`config.mk`:
```
export PLATFORM = sky130hd
export DESIGN_NAME = ahb_slave_mem
export DESIGN_NICKNAME = d
export VERILOG_FILES = /design/src/rtl/ahb_slave_mem.sv
export SDC_FILE = /design/constraint.sdc
export NUM_CORES = 1
export LEC_CHECK = 0
export ABC_AREA = 1
export BUFFER_PORTS_ARGS = -buffer_cell sky130_fd_sc_hd__buf_2
export CAP_MARGIN = 20
export CORE_MARGIN = 1
export CORE_UTILIZATION = 43
export CTS_BUF_LIST = sky130_fd_sc_hd__clkbuf_16
export CTS_CLUSTER_DIAMETER = 200
export DETAILED_ROUTE_END_ITERATION = 8
export PLACE_DENSITY_LB_ADDON = 0.1
export SETUP_SLACK_MARGIN = 0.5
export SYNTH_ARGS = -nofsm -noshare
export SYNTH_HDL_FRONTEND = slang
export SYNTH_SLANG_ARGS = --single-unit
```
`constraint.sdc`:
```
create_clock -name HCLK -period 8.2 [get_ports HCLK]
set_clock_uncertainty 0.15 [all_clocks]
set_input_delay 1.64 -clock HCLK [delete_from_list [all_inputs] [get_ports HCLK]]
set_output_delay 1.64 -clock HCLK [all_outputs]
set_load 0.005 [all_outputs]
```
`src/rtl/ahb_slave_mem.sv`:
```
`default_nettype none
// ============================================================================
// ahb_slave_mem : AHB word memory slave, programmable wait states, ERROR resp
// Rev 1.0
// ============================================================================
module ahb_slave_mem #(
  parameter int unsigned DEPTH       = 16,
  parameter int unsigned WAIT_STATES = 1
) (
  input  logic        HCLK,
  input  logic        HRESET,
  input  logic        HSEL,
  input  logic [31:0] HADDR,
  input  logic [1:0]  HTRANS,
  input  logic        HWRITE,
  input  logic [31:0] HWDATA,
  output logic [31:0] HRDATA,
  output logic        HREADY,
  output logic        HRESP
);

  localparam int unsigned c_AW      = (DEPTH > 1) ? $clog2(DEPTH) : 1;
  localparam logic [2:0]  c_WS_LOAD = (WAIT_STATES > 0) ? 3'(WAIT_STATES - 1) : 3'd0;

  typedef enum logic [2:0] {
    IDLE = 3'd0,
    WAIT = 3'd1,
    LAST = 3'd2,
    ERR1 = 3'd3,
    ERR2 = 3'd4
  } state_t;

  state_t          r_state;
  logic [2:0]      r_cnt;
  logic            r_write;
  logic [c_AW-1:0] r_index;
  logic [31:0]     r_mem [DEPTH];
  logic [31:0]     r_hrdata;
  logic            r_hready;
  logic            r_hresp;

  logic            w_accept;
  logic            w_illegal;
  logic            w_commit;
  logic [c_AW-1:0] w_index;
  logic [31:0]     w_fwd_rdata;
  logic            w_unused;

  assign w_index   = HADDR[c_AW+1:2];
  assign w_illegal = (HADDR[1:0] != 2'b00) || (HADDR[31:c_AW+2] != '0);
  assign w_accept  = HSEL && HTRANS[1] && r_hready && ((r_state == IDLE) || (r_state == LAST));
  assign w_commit  = (r_state == LAST) && r_write;
  // A zero-wait read can land on the edge that commits the preceding write
  assign w_fwd_rdata = (w_commit && (r_index == w_index)) ? HWDATA : r_mem[w_index];
  assign w_unused  = HTRANS[0];

  always_ff @(posedge HCLK) begin
    if (HRESET) begin
      r_state  <= IDLE;
      r_cnt    <= 3'd0;
      r_write  <= 1'b0;
      r_index  <= '0;
      r_hready <= 1'b1;
      r_hresp  <= 1'b0;
      r_hrdata <= '0;
      for (int i = 0; i < int'(DEPTH); i++) begin
        r_mem[i] <= '0;
      end
    end else begin
      if (w_commit) begin
        r_mem[r_index] <= HWDATA;
      end
      r_hrdata <= '0;
      r_hresp  <= 1'b0;
      r_hready <= 1'b1;
      case (r_state)
        IDLE, LAST: begin
          if (w_accept) begin
            r_write <= HWRITE;
            r_index <= w_index;
            if (w_illegal) begin
              r_state  <= ERR1;
              r_hready <= 1'b0;
              r_hresp  <= 1'b1;
            end else if (WAIT_STATES > 0) begin
              r_state  <= WAIT;
              r_cnt    <= c_WS_LOAD;
              r_hready <= 1'b0;
            end else begin
              r_state <= LAST;
              if (!HWRITE) begin
                r_hrdata <= w_fwd_rdata;
              end
            end
          end else begin
            r_state <= IDLE;
          end
        end
        WAIT: begin
          if (r_cnt == 3'd0) begin
            r_state <= LAST;
            if (!r_write) begin
              r_hrdata <= r_mem[r_index];
            end
          end else begin
            r_cnt    <= r_cnt - 3'd1;
            r_hready <= 1'b0;
          end
        end
        ERR1: begin
          r_state <= ERR2;
          r_hresp <= 1'b1;
        end
        default: begin
          r_state <= IDLE;
        end
      endcase
    end
  end

  assign HRDATA = r_hrdata;
  assign HREADY = r_hready;
  assign HRESP  = r_hresp;

endmodule
`default_nettype wire

```
* Word-level counts from Yosys, hierarchy flattened
Memories as Yosys holds them, arrays and structs flattened. A register that Yosys moved wholly into a read port is not among the register bits. Cells that the tools add are included.
Word-level totals: memories 1, output and inout bits 34, bits in latches 0, word-level logic and storage cells 55, register bits after elaboration 13, input port bits 70, bits in writable memories 512, bits in read-only memories 0
Memory list:
- r_mem | depth 16, width 32, read ports 1, clocked after memory_dff 1, wr ports 16, line 37 | logic [31:0] r_mem [DEPTH];
Cells by class: muxes and demuxes 22, reductions and logical operators 16, order comparisons 0, bitwise operators 2, shift operators 0, equal/unequal tests 7, multiply operators 0, div/mod/pow operators 0, add/sub/neg operators 1
Operator list (count):
- two-way mux 32 bit | 1
- OR reduction 32 bit | 1
- nonzero test 26 bit | 1
- two-way mux 3 bit | 5
- two-way mux 1 bit | 10
- case mux 3 bit (3 select lines) | 1
- inequality test 2 bit, second input constant | 4
- == test 3 x 2 -> 1 bit, second input constant | 2
- logical NOT 3 bit | 2
- case mux 3 bit (2 select lines) | 1
- logical AND 1 bit | 4
- two-way mux 4 bit | 1
- case mux 1 bit (2 select lines) | 2
- AND reduction 4 bit | 1
- nonzero test 2 bit | 2
- OR reduction 4 bit | 1
- == test 3 x 1 -> 1 bit, second input constant | 1
- subtractor 3 x 1 -> 3 bit, second input constant | 1
- logical OR 1 bit | 2
- two-way mux 2 bit | 1
- NOT 1 bit | 2
- AND reduction 2 bit | 1
- OR reduction 2 bit | 1

* Depth between registers and ports, before layout
Gate-level depths: netlist (run 1).
depth in word-level cells 7, depth in mapped cells 10, gate-level depth less buffers 10

* Worst setup path after synthesis (run 1)
OpenSTA, ideal clock, no wires.
path type input to register, start in HRESET, end mem r_mem[11][0], enable pin, path slack 4.428 ns, data required time 7.661 ns, data arrival time 3.232 ns, cell stages on the path 6, library setup time 0.389 ns, path buffers 1, cells stage by stage inv_2 nand4_1 nor2_1 nand2_1 clkbuf_1 nand2_1
RTL lines:
- start, declared | line 11 | input logic HRESET,
- end, declared | line 37

==> results of run 1 <==
==> how the worst max path moves through the flow <==
stage | slack, ns | from | endpoint
floorplan | 4.43 | HRESET | r_mem[11][0]$_SDFFCE_PN0P_
global placement | 2.94 | HRESET | r_mem[12][18]$_SDFFCE_PN0P_
detailed placement | 2.80 | HRESET | r_mem[15][16]$_SDFFCE_PN0P_
CTS | 3.45 | HRESET | r_mem[15][13]$_SDFFCE_PN0P_
global route | 3.38 | HRESET | r_mem[3][14]$_SDFFCE_PN0P_
finish | 3.56 | HRESET | r_mem[5][12]$_SDFFCE_PN0P_
==> cells in the final DEF (no fill, tap or decap) <==
cell type / count
nand2_2: 33
bufinv_16: 3
nor2_4: 5
o21ai_0: 6
clkinv_1: 15
nor2_1: 610
buf_12: 10
inv_4: 1
clkinv_4: 1
nand2_1: 343
nor2_2: 1
a21o_1: 1
ha_1: 2
clkbuf_16: 61
inv_6: 3
nand4_1: 2
nor3_1: 3
nor3_2: 2
and2_0: 1
a21oi_1: 4
buf_4: 10
inv_1: 66
buf_16: 3
dfxtp_1: 45
inv_2: 2
clkinv_2: 9
buf_2: 102
nand3_1: 1
a22oi_1: 256
edfxtp_1: 512
==> where the power goes <==
| part | switching (mW) | internal, mW |
|---|---|---|
| clock network | 1.13 | 1.43 |
| logic | 0.306 | 0.108 |
| registers | 0.0284 | 3.18 |
| total | 1.46 | 4.72 |
==> registers in the layout, summed over array words and instances (netlist names) <==
name and count:
HRDATA 32, HREADY 1, HRESP 1, r_cnt 3, r_index 4, r_mem 512
r_state 3, r_write 1
==> metrics by stage <==
| step | cells | total power [mW] | cell area [um2] | hold WS, ns |
|---|---|---|---|---|
| 3_5_place_dp | 2675 | 3.677 | 23830 | 0.3354 |
| 4_1_cts | 2789 | 6.209 | 25670 | 0.3434 |
| 6_report | 2801 | 6.184 | 25930 | 0.3441 |
| 3_3_place_gp | 2674 | 3.666 | 23810 | 0.3172 |
| 5_1_grt | 2801 | 6.376 | 25930 | 0.3617 |
| 2_1_floorplan | 2028 | 3.517 | 22930 | 0.2968 |
==> cells by family after synthesis <==
family	count (synthesis)
adders and majority gates	2
buffers and inverters	201
DFF	557
and+or+nand+nor	1001
AOI/OAI and AO/OA	267
==> final cells by class <==
class / count / area, um2
fillers: 4777 / 26730
flip-flops and latches: 557 / 16280
multi-input cells: 1270 / 5909
clock buffers: 61 / 1526
repair buffers: 125 / 868.3
well taps: 688 / 860.8
clock inverters: 53 / 309.0
inverters: 47 / 178.9
==> tightest hold or removal path, delay by kind of cell (launching register included) <==
kind            cells  cell delay (ns)
compound gates      1             0.04
simple gates        1             0.09
flops               1             0.33
==> metal layers <==
layer	vias up	share of wire, %
li1	7095	-
met1	7702	42
met2	496	50
met3	93	6.0
met4	0	2.0
met5	-	0
==> summary.md, run 1 <==
| Metric | Value |
|---|---|
| Buf/Inv on CP | 2 |
| Vias in the first global route | between 15k and 20k |
| Root Driver | clkbuf_16 |
| Area share of and/or/nand/nor cells after synthesis | 16.56% |
| Clock transition at path regs | roughly 0.060 ns |
| Post-CTS Resized | 0 |
| Final RePlAce weighted congestion | around 0.73 |
| Crit share post-route | a little under three fifths |
| Synth Flop Type | edfxtp_1 |
| R2r endpoint | r_mem[2][21]$_SDFFCE_PN0P_ |
| DR DRC count | 0 |
| Post-synth cell types | 21 |
| Cell Area, Synth | between 20000 and 25000 um2 |
| Critical Path AT | 4.72 ns |
| Post-CTS setup buffer count | 0 |
| Yosys top cell area share | between 60% and 70% |
| CP Capture Type | flop |
| Post-Syn Nets | approximately 2.1k |
| Path length in cells of the critical path | 6 |
| H-tree level count | 2 |
| Post-synthesis sequential area ratio | just over 70% |
| Fin crit period | roughly 4.6 ns |
| Drt via density | 5.493 |
| Synth area leader | edfxtp_1 |
| Cell count after synthesis | ~2.0k |
| Layout area overhead | 13.09% |
| Wirelength, routed | approximately 63000 um |
| PortBufs | between 100 and 150 |
| Initial antenna violation count | 0 |
| CORE AREA | approximately 53000 um2 |
| CTS buffer count | 60 |
| Synth Area in Compound Gates | 8.633% |
| CTS tree | built |
| Worst Path Max Fanout | 33 |
| #FFs+latches synth | 557 |
| Ys Warns | 0 |
| Power density over the cells | 238.5 nW/um2 |
| Starting Density | between 40 and 50% |
| Max stage delay cell, worst path | nand2_2 |
| Layout net count | 2133 |
| Pleak | 10.52 nW |
| Hold wc startpoint | r_cnt[0]$_SDFFE_PP0P_ |
| Worst path cell trace | buf_2 -> inv_2 -> nand4_1 -> nor3_2 -> nand2_2 -> nand2_2 |
| F_max | roughly 0.22 GHz |
| Synth cell count leaders | 612 x nor2_1, 512 x edfxtp_1, 374 x nand2_1 |
| Post-synth EDFFs | 512 |
| Buffer depth of the longest clock path | 3 |
| GRT met2 Usage | 40.49% |
| Die area | 54250 um2 |
| FP Rows | 84 |
| Routed vias | between 15k and 20k |
| Clock sink total | roughly 560 |
| Grt ovf | 0 |
| Largest family of logic cells by synthesized area | simple AND/OR/NAND/NOR gates |
| Pin count of the biggest net entering global routing | 80 |
| Fraction of layout instances using a drive strength above 1 | 11.64% |
| Async S/R FF share, synth | 0% |
| Setup WS post-layout | 3.565 ns |
| Post-route setup TNS | 0 ns |
| Grt met1 use | between 30% and 40% |
| RSZ-0062 raised after global routing | no |
| R2R Path Start | r_index[1]$_SDFFE_PP0P_ |
| Worst Tran Pin Value | approximately 1.2 ns |
| Hold Crit Class | flop to flop |
| Clock latency on the worst-skew pair | around 0.62 ns |
| Ant. Diodes | 0 |
| Pre-antenna DRT Iters | 5 |
| Fin. Hold Viols | 0 |
| Final HPWL from detailed placement | 31440 um |
| Die Height | 232.9 um |
| Ranking of synthesized cells by area | edfxtp_1 67%, nor2_1 10%, a22oi_1 8.4% |
| CP required | between 8 and 9 ns |
| Synth Area in Adders | less than 1% |
| Hold buffer count at cts | 0 |
| Wirelength per Cell | between 20 and 25 um |
| Drt first-iter violations | 1430 |
| Max-slew violations | 0 |
| Global-route wire length before repair | between 90000 and 100000 um |
| Final Util | about 49% |
| Most numerous cell in the Yosys netlist | nor2_1 |
| Worst slack, placed | approximately 2.8 ns |
| Crit path top cell by count | nand2_2 |
| GR peak layer | met2 |
| Peak VDD IR | ~0.00015 V |
| GRT met3 Usage | under 10% |
| Global Route Usage Sum | between 20% and 30% |
| Startpoint Class | input pin |
| Avg Cell Area, Syn | around 11 um2 |
| Hold Path End | r_cnt[0]$_SDFFE_PP0P_ |
| Largest stage delay, worst path | roughly 1.1 ns |
| Worst hold path depth | 2 |
| Die Width | between 200 and 250 um |
| Max-Cap Viols | 0 |
| Cell family with the largest share of critical-path delay | simple AND/OR/NAND/NOR gates |
| Setup CP Type | input pin to flop |
| Xor/xnor share of the synthesized area | 0% |
| I/O Pins | 104 |
| Final setup fails | 0 |
| Antenna viol nets, final | 0 |
| Post-synthesis mux area share | 0% |
| R2r setup slk | roughly 4.2 ns |
| Rel. slew slack | around 22% |
| Status | finished, final reports clean |
| Worst r2r path cells | 6 |
No activity file was read; power rests on OpenSTA's default activity.
==> run 2: changes to the inputs <==
==> constraint.sdc (replaced) <==
create_clock -name HCLK -period 3.75 [get_ports HCLK]
set_clock_uncertainty 0.15 [all_clocks]
set_input_delay 0.75 -clock HCLK [delete_from_list [all_inputs] [get_ports HCLK]]
set_output_delay 0.75 -clock HCLK [all_outputs]
set_load 0.005 [all_outputs]
==> run 2 against run 1 <==
  * Final cell count grew 1.1%
  * Clock-buffer cell count unchanged
  * Utilization grew 0.49 points
  * Total power grew 120%
  * Critical path type is now flop to flop
==> summary.md, run 2 (synthesis results as in run 1) <==
| Metric | Value |
|---|---|
| Antenna viol nets, final | 0 (unchanged) |
| Layout area overhead | 14.22% |
| Leading cell type in the layout, fill and taps excluded | nor2_1 |
| Max-Cap Viols | 0 (unchanged) |
| Worst hold path depth | 2 (unchanged) |
| Clock network fraction of total power | 41.0% (-0.4 points) |
| Routed vias | 15.63k (+1.6%) |
| Critical Path AT | 2.66 ns (-2.06 ns) |
| Post-route setup TNS | 0 ns (unchanged) |
| Initial antenna violation count | 0 (unchanged) |
| Worst slack, placed | 0.8320 ns (-1.966 ns) |
| DR DRC count | 0 (unchanged) |
| Crit share post-route | 66.81% |
| Clock transition at path regs | 0.06 ns (about the same) |
| Hold buffer count at cts | 0 (unchanged) |
| Hold slack | 0.2206 ns (-0.1235 ns) |
| Final RePlAce weighted congestion | 0.7600 (+4.4%) |
| Pre-antenna DRT Iters | 6 (+1) |
| Worst Path Max Fanout | 21 (-36%) |
| Peak VDD IR | 0.0003461 V (+130%) |
| Fin crit period | 2.506 ns |
| Layout net count | 2163 (+1.4%) |
| Post-CTS Resized | 0 (unchanged) |
| Most frequent cells in the layout | 610 x nor2_1, 512 x edfxtp_1, 343 x nand2_1, 256 x a22oi_1, 102 x buf_2 |
| Hold wc startpoint | HRESET |
| CTS buffer count | 60 (unchanged) |
| Max reg flops | 512 (unchanged) |
| Global-route wire length before repair | 97780 um (+3.3%) |
| Clock sink total | 557 (unchanged) |
| Wirelength per Cell | 23.22 um (+2.5%) |
| Power share of the combinational group | 6.9% (+0.2 points) |
| Die Height | 232.9 um (unchanged) |
| Vias in the first global route | 15.67k (+3.2%) |
| Hold Crit Class | input pin to flop |
| CP Capture Type | flop |
| R2r setup slk | 1.24 ns (-2.93 ns) |
| Root Driver | clkbuf_16 |
| Startpoint Class | flop |
| Status | finished, final reports clean |
| R2r endpoint | r_mem[12][8]$_SDFFCE_PN0P_ |
| Placed Cells | 2717 (+1.6%) |
| Setup WS post-layout | 1.245 ns (-2.320 ns) |
| Fraction of layout instances using a drive strength above 1 | 12.97% (+1.3 points) |
| I/O Pins | 104 (unchanged) |
| Worst r2r path cells | 6 (unchanged) |
| RSZ-0062 raised after global routing | no |
| F_max | about 0.40 GHz |
| Die Width | 232.9 um (unchanged) |
| Rel. slew slack | 37.62% (+15 points) |
| PortBufs | 102 (unchanged) |
| Power Total | 13.50 mW (+120%) |
| Power density over the cells | 515.6 nW/um2 (+120%) |
| FP Rows | 84 (unchanged) |
| Pleak | 10.65 nW (+1.2%) |
| Hold Path End | r_state[2]$_SDFFE_PP0P_ |
| Biggest register | r_mem |
| CTS tree | built |
| Worst Tran Pin Value | 0.9324 ns (-0.2341 ns) |
| Wirelength, routed | 65740 um (+3.6%) |
| Ant. Diodes | 0 (unchanged) |
| Drt first-iter violations | 1396 (-2.4%) |
| Setup CP Type | flop to flop |
| Drt via density | 5.520 (+0.49%) |
| Starting Density | 43.54% (unchanged) |
| Fin. Hold Viols | 0 (unchanged) |
| Net switching power | 3.160 mW (+120%) |
| Non-Filler Instances | 2831 (+1.1%) |
| Die area | 54250 um2 (unchanged) |
| Max-slew violations | 0 (unchanged) |
| H-tree level count | 2 (unchanged) |
| Final HPWL from detailed placement | 34920 um (+11%) |
| Global Route Usage Sum | 24.71% (+1.0 points) |
| Post-CTS setup buffer count | 0 (unchanged) |
| CORE AREA | 52660 um2 (unchanged) |
| Cell Int Power | 10.34 mW (+120%) |
| Grt ovf | 0 (unchanged) |
| Final setup fails | 0 (unchanged) |
| Register share of total power | 52.0% (about the same) |
| Buffer depth of the longest clock path | 3 (unchanged) |
| R2R Path Start | r_state[2]$_SDFFE_PP0P_ |
| CP required | 3.90 ns (-4.38 ns) |
| Sw Share | 23.40% (-0.20 points) |
| Pin count of the biggest net entering global routing | 73 (-8.8%) |
| Clock latency on the worst-skew pair | 0.63 ns (about the same) |
-- run 2: cell types whose count changed in the layout (fill, tap and decap cells not counted), sizes merged --
| cell | previous run | this run |
|---|---|---|
| buf | 125 | 155 |
| clkinv | 25 | 24 |
| clkinvlp | 0 | 4 |
| inv | 72 | 69 |
-- run 2: stage by stage --
step | util (%) | cell area (um2)
after floorplan | - | 22930
after global placement | 46.24 | 24350
after detailed placement | 46.24 | 24350
after CTS | 49.73 | 26190
after global routing | 49.73 | 26190
final | 49.73 | 26190
-- run 2: worst max path at each step --
stage | start | end | slack, ns | cells past startpoint
floorplan | HRESET | r_mem[11][0]$_SDFFCE_PN0P_ | 0.87 | 6
global route | r_state[2]$_SDFFE_PP0P_ | r_mem[5][17]$_SDFFCE_PN0P_ | 1.07 | 6
CTS | r_state[2]$_SDFFE_PP0P_ | r_mem[5][21]$_SDFFCE_PN0P_ | 1.24 | 6
detailed placement | HRESET | r_mem[5][23]$_SDFFCE_PN0P_ | 0.83 | 7
global placement | HRESET | r_mem[5][21]$_SDFFCE_PN0P_ | 0.88 | 7
finish | r_state[2]$_SDFFE_PP0P_ | r_mem[12][8]$_SDFFCE_PN0P_ | 1.24 | 6
-- run 2: power by group through the flow --
stage | sequential (mW) | clock (mW) | combinational [mW]
4_1_cts | 7.02 | 5.65 | 0.949
5_1_grt | 7.04 | 5.86 | 1.02
3_5_place_dp | 7.15 | 0 | 0.946
6_report | 7.02 | 5.54 | 0.937
3_3_place_gp | 7.14 | 0 | 0.940
2_1_floorplan | 7.14 | 0 | 0.550
-- run 2: per-layer routing --
layer | share of wire [%] | GRT usage (%) | up-vias
li1 | - | - | 7152
met1 | 43 | 32.76 | 7877
met2 | 49 | 42.49 | 499
met3 | 5.8 | 3.027 | 99
met4 | 2.4 | 7.108 | 0
met5 | 0 | 0 | -
-- run 2: layout make-up --
type | instances | area [um2]
Fill cell | 4772 | 26470
Sequential cell | 557 | 16280
Multi-Input combinational cell | 1270 | 5909
Clock buffer | 61 | 1526
Timing Repair Buffer | 155 | 1121
Tap cell | 688 | 860.8
Clock inverter | 53 | 314.1
Inverter | 47 | 178.9
-- run 2: critical path, cell delays in order (launching register included) --
cell and delay [ns]:
dfxtp_1 0.34, nor2_2 0.17, nand4_1 0.25, nor2_1 0.47, nand2_2 0.10, nand2_2 0.39, buf_12 0.28
